[src/rtl/rv_hazard_ctrl_if.sv]
// Hazard-controller bus: ID/EX/MEM status in from the pipeline, stall/flush/forward controls out.
interface rv_hazard_ctrl_if #(
  parameter int RA_W  = 5,
  parameter int CNT_W = 32
);
  logic [RA_W-1:0]  i_hz_id_rs1;
  logic [RA_W-1:0]  i_hz_id_rs2;
  logic             i_hz_id_rs1_en;
  logic             i_hz_id_rs2_en;
  logic [RA_W-1:0]  i_hz_id_rd;
  logic             i_hz_id_rf_we;
  logic             i_hz_id_is_load;
  logic             i_hz_ex_br_taken;
  logic             i_hz_mem_busy;
  logic             o_hz_stall_if;
  logic             o_hz_stall_id;
  logic             o_hz_stall_exmem;
  logic             o_hz_flush_ifid;
  logic             o_hz_flush_idex;
  logic [1:0]       o_hz_rd1_sel;
  logic [1:0]       o_hz_rd2_sel;
  logic             o_hz_mem_timeout;
  logic [CNT_W-1:0] o_hz_stall_cnt;
  logic [CNT_W-1:0] o_hz_flush_cnt;

  modport master (
    output i_hz_id_rs1, i_hz_id_rs2, i_hz_id_rs1_en, i_hz_id_rs2_en, i_hz_id_rd,
           i_hz_id_rf_we, i_hz_id_is_load, i_hz_ex_br_taken, i_hz_mem_busy,
    input  o_hz_stall_if, o_hz_stall_id, o_hz_stall_exmem, o_hz_flush_ifid,
           o_hz_flush_idex, o_hz_rd1_sel, o_hz_rd2_sel, o_hz_mem_timeout,
           o_hz_stall_cnt, o_hz_flush_cnt
  );

  modport slave (
    input  i_hz_id_rs1, i_hz_id_rs2, i_hz_id_rs1_en, i_hz_id_rs2_en, i_hz_id_rd,
           i_hz_id_rf_we, i_hz_id_is_load, i_hz_ex_br_taken, i_hz_mem_busy,
    output o_hz_stall_if, o_hz_stall_id, o_hz_stall_exmem, o_hz_flush_ifid,
           o_hz_flush_idex, o_hz_rd1_sel, o_hz_rd2_sel, o_hz_mem_timeout,
           o_hz_stall_cnt, o_hz_flush_cnt
  );
endinterface

[src/rtl/rv_hazard_ctrl.sv]
// 5-stage pipeline hazard/forwarding scheduler with mem-wait freeze and timeout.
// Optional perf counters enabled by defining RV_HAZARD_PERF_EN.
module rv_hazard_ctrl #(
  parameter int RA_W      = 5,
  parameter int CNT_W     = 32,
  parameter int MWAIT_MAX = 15
) (
  input  logic            i_hz_clk,
  input  logic            i_hz_rst,
  rv_hazard_ctrl_if.slave hz
);
  typedef struct packed {
    logic [RA_W-1:0] rs1;
    logic [RA_W-1:0] rs2;
    logic [RA_W-1:0] rd;
    logic            we;
    logic            ld;
  } ex_sh_t;

  typedef struct packed {
    logic [RA_W-1:0] rd;
    logic            we;
    logic            ld;
  } mem_sh_t;

  typedef struct packed {
    logic [RA_W-1:0] rd;
    logic            we;
  } wb_sh_t;

  typedef enum logic {RUN, MWAIT} state_t;

  localparam int              WC_W = $clog2(MWAIT_MAX + 2);
  localparam logic [WC_W-1:0] WMAX = WC_W'(MWAIT_MAX);

  ex_sh_t          ex_q;
  mem_sh_t         mem_q;
  wb_sh_t          wb_q;
  state_t          state_q, state_d;
  logic [WC_W-1:0] wcnt_q;
  logic            tmo_q;
  logic            lu, freeze, flush, lu_stall;

  function automatic logic hit(input logic we, input logic [RA_W-1:0] rd, input logic [RA_W-1:0] r);
    return we && (rd != '0) && (rd == r);
  endfunction

  function automatic logic [1:0] fwd_sel(input logic [RA_W-1:0] r, input mem_sh_t m, input wb_sh_t w);
    if (hit(m.we, m.rd, r) && !m.ld) return 2'b01;
    if (hit(w.we, w.rd, r))          return 2'b10;
    return 2'b00;
  endfunction

  assign lu = ex_q.ld &&
              ((hz.i_hz_id_rs1_en && hit(ex_q.we, ex_q.rd, hz.i_hz_id_rs1)) ||
               (hz.i_hz_id_rs2_en && hit(ex_q.we, ex_q.rd, hz.i_hz_id_rs2)));

  // Freeze comes straight from mem_busy so the first busy cycle already holds the pipe.
  always_comb begin
    state_d  = state_q;
    freeze   = 1'b0;
    flush    = 1'b0;
    lu_stall = 1'b0;
    case (state_q)
      RUN:     if (hz.i_hz_mem_busy)  state_d = MWAIT;
      MWAIT:   if (!hz.i_hz_mem_busy) state_d = RUN;
      default: state_d = RUN;
    endcase
    if (hz.i_hz_mem_busy)         freeze   = 1'b1;
    else if (hz.i_hz_ex_br_taken) flush    = 1'b1;
    else if (lu)                  lu_stall = 1'b1;
  end

  always_comb begin
    hz.o_hz_stall_if    = freeze | lu_stall;
    hz.o_hz_stall_id    = freeze | lu_stall;
    hz.o_hz_stall_exmem = freeze;
    hz.o_hz_flush_ifid  = flush;
    hz.o_hz_flush_idex  = flush | lu_stall;
    hz.o_hz_rd1_sel     = fwd_sel(ex_q.rs1, mem_q, wb_q);
    hz.o_hz_rd2_sel     = fwd_sel(ex_q.rs2, mem_q, wb_q);
    hz.o_hz_mem_timeout = tmo_q;
  end

  always_ff @(posedge i_hz_clk) begin
    if (i_hz_rst) begin
      state_q <= RUN;
      ex_q    <= '0;
      mem_q   <= '0;
      wb_q    <= '0;
      wcnt_q  <= '0;
      tmo_q   <= 1'b0;
    end else begin
      state_q <= state_d;
      if (freeze) begin
        if (wcnt_q <= WMAX) wcnt_q <= wcnt_q + 1'b1;
        if (wcnt_q >= WMAX) tmo_q  <= 1'b1;
      end else begin
        wcnt_q <= '0;
        wb_q   <= '{rd: mem_q.rd, we: mem_q.we};
        mem_q  <= '{rd: ex_q.rd, we: ex_q.we, ld: ex_q.ld};
        if (flush || lu_stall) ex_q <= '0;
        else ex_q <= '{rs1: hz.i_hz_id_rs1, rs2: hz.i_hz_id_rs2, rd: hz.i_hz_id_rd,
                       we: hz.i_hz_id_rf_we, ld: hz.i_hz_id_is_load};
      end
    end
  end

`ifdef RV_HAZARD_PERF_EN
  logic [CNT_W-1:0] stall_cnt_q, flush_cnt_q;

  always_ff @(posedge i_hz_clk) begin
    if (i_hz_rst) begin
      stall_cnt_q <= '0;
      flush_cnt_q <= '0;
    end else begin
      if (freeze || lu_stall) stall_cnt_q <= stall_cnt_q + 1'b1;
      if (flush)              flush_cnt_q <= flush_cnt_q + 1'b1;
    end
  end

  assign hz.o_hz_stall_cnt = stall_cnt_q;
  assign hz.o_hz_flush_cnt = flush_cnt_q;
`else
  assign hz.o_hz_stall_cnt = '0;
  assign hz.o_hz_flush_cnt = '0;
`endif
endmodule
[src/flat_wrapper.sv]
// flat-port wrapper written by rule: the top's interface ports become plain ports
module rv_hazard_ctrl_flat 
#(
  parameter int RA_W      = 5,
  parameter int CNT_W     = 32,
  parameter int MWAIT_MAX = 15
)
  (i_hz_clk, i_hz_rst, hz_i_hz_id_rs1, hz_i_hz_id_rs2, hz_i_hz_id_rs1_en, hz_i_hz_id_rs2_en, hz_i_hz_id_rd, hz_i_hz_id_rf_we, hz_i_hz_id_is_load, hz_i_hz_ex_br_taken, hz_i_hz_mem_busy, hz_o_hz_stall_if, hz_o_hz_stall_id, hz_o_hz_stall_exmem, hz_o_hz_flush_ifid, hz_o_hz_flush_idex, hz_o_hz_rd1_sel, hz_o_hz_rd2_sel, hz_o_hz_mem_timeout, hz_o_hz_stall_cnt, hz_o_hz_flush_cnt);
  rv_hazard_ctrl_if #(.RA_W(RA_W), .CNT_W(CNT_W)) hz_i ();
  input  logic i_hz_clk;
  input  logic i_hz_rst;
  input wire logic [$bits(hz_i.i_hz_id_rs1)-1:0] hz_i_hz_id_rs1;
  input wire logic [$bits(hz_i.i_hz_id_rs2)-1:0] hz_i_hz_id_rs2;
  input wire logic [$bits(hz_i.i_hz_id_rs1_en)-1:0] hz_i_hz_id_rs1_en;
  input wire logic [$bits(hz_i.i_hz_id_rs2_en)-1:0] hz_i_hz_id_rs2_en;
  input wire logic [$bits(hz_i.i_hz_id_rd)-1:0] hz_i_hz_id_rd;
  input wire logic [$bits(hz_i.i_hz_id_rf_we)-1:0] hz_i_hz_id_rf_we;
  input wire logic [$bits(hz_i.i_hz_id_is_load)-1:0] hz_i_hz_id_is_load;
  input wire logic [$bits(hz_i.i_hz_ex_br_taken)-1:0] hz_i_hz_ex_br_taken;
  input wire logic [$bits(hz_i.i_hz_mem_busy)-1:0] hz_i_hz_mem_busy;
  output wire logic [$bits(hz_i.o_hz_stall_if)-1:0] hz_o_hz_stall_if;
  output wire logic [$bits(hz_i.o_hz_stall_id)-1:0] hz_o_hz_stall_id;
  output wire logic [$bits(hz_i.o_hz_stall_exmem)-1:0] hz_o_hz_stall_exmem;
  output wire logic [$bits(hz_i.o_hz_flush_ifid)-1:0] hz_o_hz_flush_ifid;
  output wire logic [$bits(hz_i.o_hz_flush_idex)-1:0] hz_o_hz_flush_idex;
  output wire logic [$bits(hz_i.o_hz_rd1_sel)-1:0] hz_o_hz_rd1_sel;
  output wire logic [$bits(hz_i.o_hz_rd2_sel)-1:0] hz_o_hz_rd2_sel;
  output wire logic [$bits(hz_i.o_hz_mem_timeout)-1:0] hz_o_hz_mem_timeout;
  output wire logic [$bits(hz_i.o_hz_stall_cnt)-1:0] hz_o_hz_stall_cnt;
  output wire logic [$bits(hz_i.o_hz_flush_cnt)-1:0] hz_o_hz_flush_cnt;
  assign hz_i.i_hz_id_rs1 = hz_i_hz_id_rs1;
  assign hz_i.i_hz_id_rs2 = hz_i_hz_id_rs2;
  assign hz_i.i_hz_id_rs1_en = hz_i_hz_id_rs1_en;
  assign hz_i.i_hz_id_rs2_en = hz_i_hz_id_rs2_en;
  assign hz_i.i_hz_id_rd = hz_i_hz_id_rd;
  assign hz_i.i_hz_id_rf_we = hz_i_hz_id_rf_we;
  assign hz_i.i_hz_id_is_load = hz_i_hz_id_is_load;
  assign hz_i.i_hz_ex_br_taken = hz_i_hz_ex_br_taken;
  assign hz_i.i_hz_mem_busy = hz_i_hz_mem_busy;
  assign hz_o_hz_stall_if = hz_i.o_hz_stall_if;
  assign hz_o_hz_stall_id = hz_i.o_hz_stall_id;
  assign hz_o_hz_stall_exmem = hz_i.o_hz_stall_exmem;
  assign hz_o_hz_flush_ifid = hz_i.o_hz_flush_ifid;
  assign hz_o_hz_flush_idex = hz_i.o_hz_flush_idex;
  assign hz_o_hz_rd1_sel = hz_i.o_hz_rd1_sel;
  assign hz_o_hz_rd2_sel = hz_i.o_hz_rd2_sel;
  assign hz_o_hz_mem_timeout = hz_i.o_hz_mem_timeout;
  assign hz_o_hz_stall_cnt = hz_i.o_hz_stall_cnt;
  assign hz_o_hz_flush_cnt = hz_i.o_hz_flush_cnt;
  rv_hazard_ctrl #(.RA_W(RA_W), .CNT_W(CNT_W), .MWAIT_MAX(MWAIT_MAX)) u_core (.i_hz_clk(i_hz_clk), .i_hz_rst(i_hz_rst), .hz(hz_i));
endmodule
[config.mk]
export PLATFORM = sky130hd
export DESIGN_NAME = rv_hazard_ctrl_flat
export DESIGN_NICKNAME = d
export VERILOG_FILES = /design/src/rtl/rv_hazard_ctrl_if.sv /design/src/rtl/rv_hazard_ctrl.sv /design/src/flat_wrapper.sv
export SDC_FILE = /design/constraint.sdc
export NUM_CORES = 1
export LEC_CHECK = 0
export BUFFER_PORTS_ARGS = -buffer_cell sky130_fd_sc_hd__buf_2
export CAP_MARGIN = 25
export CORE_UTILIZATION = 45
export CTS_BUF_LIST = sky130_fd_sc_hd__clkbuf_8
export CTS_CLUSTER_SIZE = 24
export DETAILED_ROUTE_END_ITERATION = 16
export PLACE_DENSITY = 0.75
export SLEW_MARGIN = 40
export SYNTH_ARGS = -nofsm -noshare
export SYNTH_HDL_FRONTEND = slang
export SYNTH_SLANG_ARGS = --single-unit
[constraint.sdc]
create_clock -name i_hz_clk -period 4.95 [get_ports i_hz_clk]
set_clock_uncertainty 0.05 [all_clocks]
set_input_delay 0.99 -clock i_hz_clk [delete_from_list [all_inputs] [get_ports i_hz_clk]]
set_output_delay 0.99 -clock i_hz_clk [all_outputs]
set_load 0.01 [all_outputs]
== Yosys cells after proc, flatten, opt, wreduce, memory -nomap -nowiden ==
Index checks and enable logic that the tools add are counted.
Operators by class
  multiplexer cells: 21
  multiply operators: 0
  order comparisons: 2
  div/mod/pow operators: 0
  reductions and logical operators: 22
  shift operators: 0
  add/subtract/negate cells: 1
  bitwise gates (word level): 3
  eq/ne operators: 6
Operator list (count)
  == test 5 bit: 6
  2-to-1 mux 17 bit: 1
  2-to-1 mux 2 bit: 8
  nonzero test 5 bit: 3
  logical AND 1 bit: 14
  2-to-1 mux 1 bit: 12
  adder 5 x 1 -> 5 bit, second input constant: 1
  greater-or-equal comparator 5 x 4 -> 1 bit, second input constant: 1
  less-or-equal comparator 5 x 4 -> 1 bit, second input constant: 1
  logical OR 1 bit: 2
  bitwise OR 1 bit: 2
  AND reduction 2 bit: 1
  OR reduction 2 bit: 1
  logical NOT 1 bit: 1
  inverter 1 bit: 1
Storage, ports and cells
  bits of input ports: 23
  latch bits: 0
  RAM bits: 0
  logic and storage cells: 67
  memories: 0
  output and inout port bits: 74
  register bits: 36
  ROM bits: 0

== Longest topological paths before layout ==
  word-level depth: 11
  depth in mapped cells: 6

== Least setup slack after synthesis ==
Ideal clock, no wire load.
  path kind: input to output
  start point: input port hz_i_hz_id_rs2[0]
  end point: output port hz_o_hz_stall_if
  setup slack: 1.800 ns
  cell stages on the path: 5
  data arrival time: 2.110 ns
  data required time: 3.910 ns
  path through: xnor2_1 > nand4_1 > o22a_1 > o31ai_1 > buf_4
On the way
  cells in the longest elaborated chain, start to end: 9
RTL lines
  from (decl): RTL line flat_wrapper.sv:13  | input wire logic [$bits(hz_i.i_hz_id_rs2)-1:0] hz_i_hz_id_rs2;
  == test 5 bit: RTL line rv_hazard_ctrl.sv:45  | return we && (rd != '0) && (rd == r);
  logical AND 1 bit: RTL line rv_hazard_ctrl.sv:45
  logical AND 1 bit: RTL line rv_hazard_ctrl.sv:56  | (hz.i_hz_id_rs2_en && hit(ex_q.we, ex_q.rd, hz.i_hz_id_rs2)));
  logical OR 1 bit: RTL line rv_hazard_ctrl.sv:55  | ((hz.i_hz_id_rs1_en && hit(ex_q.we, ex_q.rd, hz.i_hz_id_rs1)) ||
  logical AND 1 bit: RTL line rv_hazard_ctrl.sv:54  | assign lu = ex_q.ld &&
  2-to-1 mux 1 bit: RTL line rv_hazard_ctrl.sv:71  | else if (lu) lu_stall = 1'b1;
  2-to-1 mux 1 bit: RTL line rv_hazard_ctrl.sv:70  | else if (hz.i_hz_ex_br_taken) flush = 1'b1;
  2-to-1 mux 1 bit: RTL line rv_hazard_ctrl.sv:69  | if (hz.i_hz_mem_busy) freeze = 1'b1;
  bitwise OR 1 bit
  to (decl): RTL line flat_wrapper.sv:21  | output wire logic [$bits(hz_i.o_hz_stall_if)-1:0] hz_o_hz_stall_if;
No other way between the ends.

== Worst setup path in the final report ==
  start point: input port hz_i_hz_id_rs2[3]
  end point: output port hz_o_hz_stall_if
On the way
  cells in the longest elaborated chain, start to end: 9
RTL lines
  == test 5 bit: RTL line rv_hazard_ctrl.sv:45
  logical AND 1 bit: RTL line rv_hazard_ctrl.sv:45
  logical AND 1 bit: RTL line rv_hazard_ctrl.sv:56
  logical OR 1 bit: RTL line rv_hazard_ctrl.sv:55
  logical AND 1 bit: RTL line rv_hazard_ctrl.sv:54
  2-to-1 mux 1 bit: RTL line rv_hazard_ctrl.sv:71
  2-to-1 mux 1 bit: RTL line rv_hazard_ctrl.sv:70
  2-to-1 mux 1 bit: RTL line rv_hazard_ctrl.sv:69
  bitwise OR 1 bit: RTL line rv_hazard_ctrl.sv:75  | hz.o_hz_stall_if = freeze | lu_stall;
No other way between the ends.

==> run metrics <==
run status complete, no violations; setup repair bufs after CTS 0; Setup crit start hz_i_hz_id_rs2[3]; Util after Layout 47.99%; Cell Pwr Density 274.7 nW/um^2; R2R Path End u_core.ex_q[7]$_SDFFE_PP0N_; Hold Slack 0.4218 ns; Crit Path Max Fanout 2; crit start category input port; Syn Inst Count 254; clk_lat worst skew 0.30 ns; number of buffers created by CTS 5; Largest delay share family, worst path compound AO/OA/AOI/OAI gates; most frequent cell on the critical path sky130_fd_sc_hd__buf_2; synth-to-layout area growth 2.458%; Peak supply drop 0.2060 mV; number of levels the H-tree was split into 2; proportion of layout cells with a drive suffix above 1 19.08%; core box area 5107 um^2; R2R cell count 4; aggregate routed wire length 4.344 mm; Layout fillers 511; Detailed Route Iter0 Violations 58; multi-input combinational cell area 1374 um^2; GRT Total Usage 17.23%; number of vias in the routed layout 1,667; Die H 74.91 um; Ant. Diodes 0; setup repair after global routing missed its margin no; share of total power in the clock network 32.2%; initial standard-cell utilization of the core 46.84%; count of antenna-violating nets left after detailed routing 0; final number of max-transition violations 0; DR pass1 iterations 4; buffering stage count on the worst path with inverters included 2; post-synthesis area per instance 9.418 um^2; Crit Path Category input port to primary output; cell type of the slowest stage on the worst timing path sky130_fd_sc_hd__o31ai_1; CP Data Arrival Time 2.31 ns; sequential-to-total area share from yosys stat 30.13%; wire length per cell 12.31 um; switching power summed over all nets 0.2046 mW; clock sink count 36; measured slew at the worst slew-check pin 0.6847 ns; LEAKAGE 1.175 nW; distinct cell type count of the synthesized netlist 35; switching power as a share of total power 30.39%; cell depth of the worst hold path 2; dominant cells by area after synthesis sky130_fd_sc_hd__dfxtp_1 (30%), sky130_fd_sc_hd__buf_4 (21%), sky130_fd_sc_hd__mux2i_1 (13%), sky130_fd_sc_hd__xnor2_1 (5.9%), sky130_fd_sc_hd__xor2_1 (5.9%); Max Cap Viol 0; top-area cell type share of the netlist area 30.13%; routability cong. 0.8132; Fmax 298.5 MHz; clock-pin slew on the worst setup and hold paths 0.07 ns; Max-slew headroom 54.35%; FFs w/ async S/R, synth 0%; number of hold violations in the final report 0; final setup violation count 0; end point of the critical path hz_o_hz_stall_if; combinational cell fraction of total power 18.5%; area used by sequential logic in the layout 720.7 um^2; Hold Path Class register to register; most used flip-flop cell after synthesis sky130_fd_sc_hd__dfxtp_1; Port-buffer cells 32; ordered list of cells on the worst path buf_2 -> xnor2_1 -> nand4_1 -> o22a_1 -> o31ai_1 -> buf_2; vias per inst 4.722; Setup crit end kind primary output; pin count of the biggest net entering global routing 23; nets@finish 307; chip width 74.91 um; fin crit period 3.350 ns; logic depth of the worst path, buffers included 6; number of global-route vias before repair 1,472; HPWL after detailed placement 3.296 mm; summed instance area of the synthesized netlist 2392 um^2; Seq pwr share 49.4%; TritonCTS clock tree yes; total of hold buffers inserted after clock tree synthesis 0; post-route DRC violation count 0; residual overflow from global routing 0; global-route wire length before repair 6.982 mm; fin crit share 67.67%; clock tree buffer depth 2; critical path required time 3.91 ns; Post-DP Area 2357 um^2; largest stage delay on the critical path 0.34 ns; leading area contributor after synthesis sky130_fd_sc_hd__dfxtp_1; reg-to-reg startpoint u_core.ex_q[6]$_SDFFE_PP0N_; crit path setup slack, layout 1.600 ns; most frequent cell after synthesis sky130_fd_sc_hd__buf_4; Core Rows 26; number of enable-type register cells in the synthesized netlist 0; Yosys reg bits 36; Worst Setup Slack post-DPL 1.601 ns; die outline area 5612 um^2; clock root buffer master sky130_fd_sc_hd__clkbuf_8; P_int 0.4686 mW; top cell types by occurrence after synthesis sky130_fd_sc_hd__buf_4 (66), sky130_fd_sc_hd__dfxtp_1 (36), sky130_fd_sc_hd__mux2i_1 (30); register-to-register path setup slack 3.09 ns; count of instances resized after the clock tree is built 0; area of all placed cells without fillers 2451 um^2; number of warnings issued by yosys 0; Setup Total Neg Slack 0 ns; number of antenna violations at the first check in global routing 0; IO Pins 97
[worst min-delay path by stage]
stage               slack, ns                                 endpoint                                     from
floorplan                0.41              u_core.wb_q[0]$_SDFFE_PP0N_              u_core.wb_q[0]$_SDFFE_PP0N_
global placement         0.40  u_core.hz.o_hz_mem_timeout$_SDFFE_PP0P_  u_core.hz.o_hz_mem_timeout$_SDFFE_PP0P_
detailed placement       0.40  u_core.hz.o_hz_mem_timeout$_SDFFE_PP0P_  u_core.hz.o_hz_mem_timeout$_SDFFE_PP0P_
CTS                      0.42  u_core.hz.o_hz_mem_timeout$_SDFFE_PP0P_  u_core.hz.o_hz_mem_timeout$_SDFFE_PP0P_
global route             0.49  u_core.hz.o_hz_mem_timeout$_SDFFE_PP0P_  u_core.hz.o_hz_mem_timeout$_SDFFE_PP0P_
finish                   0.42  u_core.hz.o_hz_mem_timeout$_SDFFE_PP0P_  u_core.hz.o_hz_mem_timeout$_SDFFE_PP0P_
[sequential cells by signal, summed over array words and instances (netlist names)]
signal	flops
u_core.wb_q	6
u_core.ex_q	17
u_core.mem_q	7
u_core.wcnt_q	5
u_core.hz.o_hz_mem_timeout	1
[kinds of logic after synthesis]
logic type               Yosys count  share of synthesized area (%)
AO/OA/AOI/OAI                     32                          11.82
XOR/XNOR                          32                          11.72
adder cells (fa/ha/maj)            2                          1.046
buffers and inverters             77                          22.91
flip-flops                        36                          30.13
multiplexers                      30                          12.55
other                              1                         0.1568
AND/OR/NAND/NOR                   44                          9.676
[layout by cell type, fill, tap and decap left out, drive strengths merged]
cell	n
nand3	2
and4	1
nand2	4
nand2b	4
a41oi	2
mux2i	30
a21oi	2
nor4	4
o22a	1
buf	33
ha	2
or4	5
nand4	2
o221ai	1
nor2	19
o21a	1
clkbuf	6
xnor2	16
nor2b	2
xor2	16
o21ai	4
o21bai	1
conb	64
and3	1
clkinvlp	1
a31oi	17
a211oi	1
o31ai	1
o211ai	1
dfxtp	36
inv	3
[metrics by stage]
stage | cells | power, mW
final | 353 | 0.6732
after global routing | 353 | 0.7093
after CTS | 353 | 0.6757
after detailed placement | 345 | 0.4622
after global placement | 345 | 0.4565
after floorplan | 317 | 0.4677
[final cells by class]
class | instances | share of cell area [%]
multi-input cells | 204 | 56.05
inverters | 2 | 0.3063
clock buffers | 6 | 3.369
clock inverters | 2 | 0.4594
well taps | 70 | 3.573
repair buffers | 33 | 6.840
flip-flops and latches | 36 | 29.40
[routing by layer]
layer  wire (um)  track usage (%)  part of all wire [%]  vias to the layer above
li1            -                -                     -                      809
met1        1947            21.01                    45                      784
met2        2096            27.83                    48                       65
met3         204            4.685                   4.7                        9
met4          96            9.015                   2.2                        0
met5           0                0                     0                        -
[power groups by stage]
stage / sequential (mW) / clock [mW] / combinational (mW)
2_1_floorplan: 0.330 / 0 / 0.138
3_3_place_gp: 0.338 / 0 / 0.119
3_5_place_dp: 0.339 / 0 / 0.123
4_1_cts: 0.332 / 0.220 / 0.124
5_1_grt: 0.334 / 0.235 / 0.140
6_report: 0.332 / 0.217 / 0.124
[tightest hold or removal path: stages, from the launching register on]
cell                      delay (ns)
sky130_fd_sc_hd__dfxtp_1        0.33
sky130_fd_sc_hd__a21oi_1        0.04
sky130_fd_sc_hd__nor2_1         0.07
Note: power is estimated with default switching activity, not from simulation.
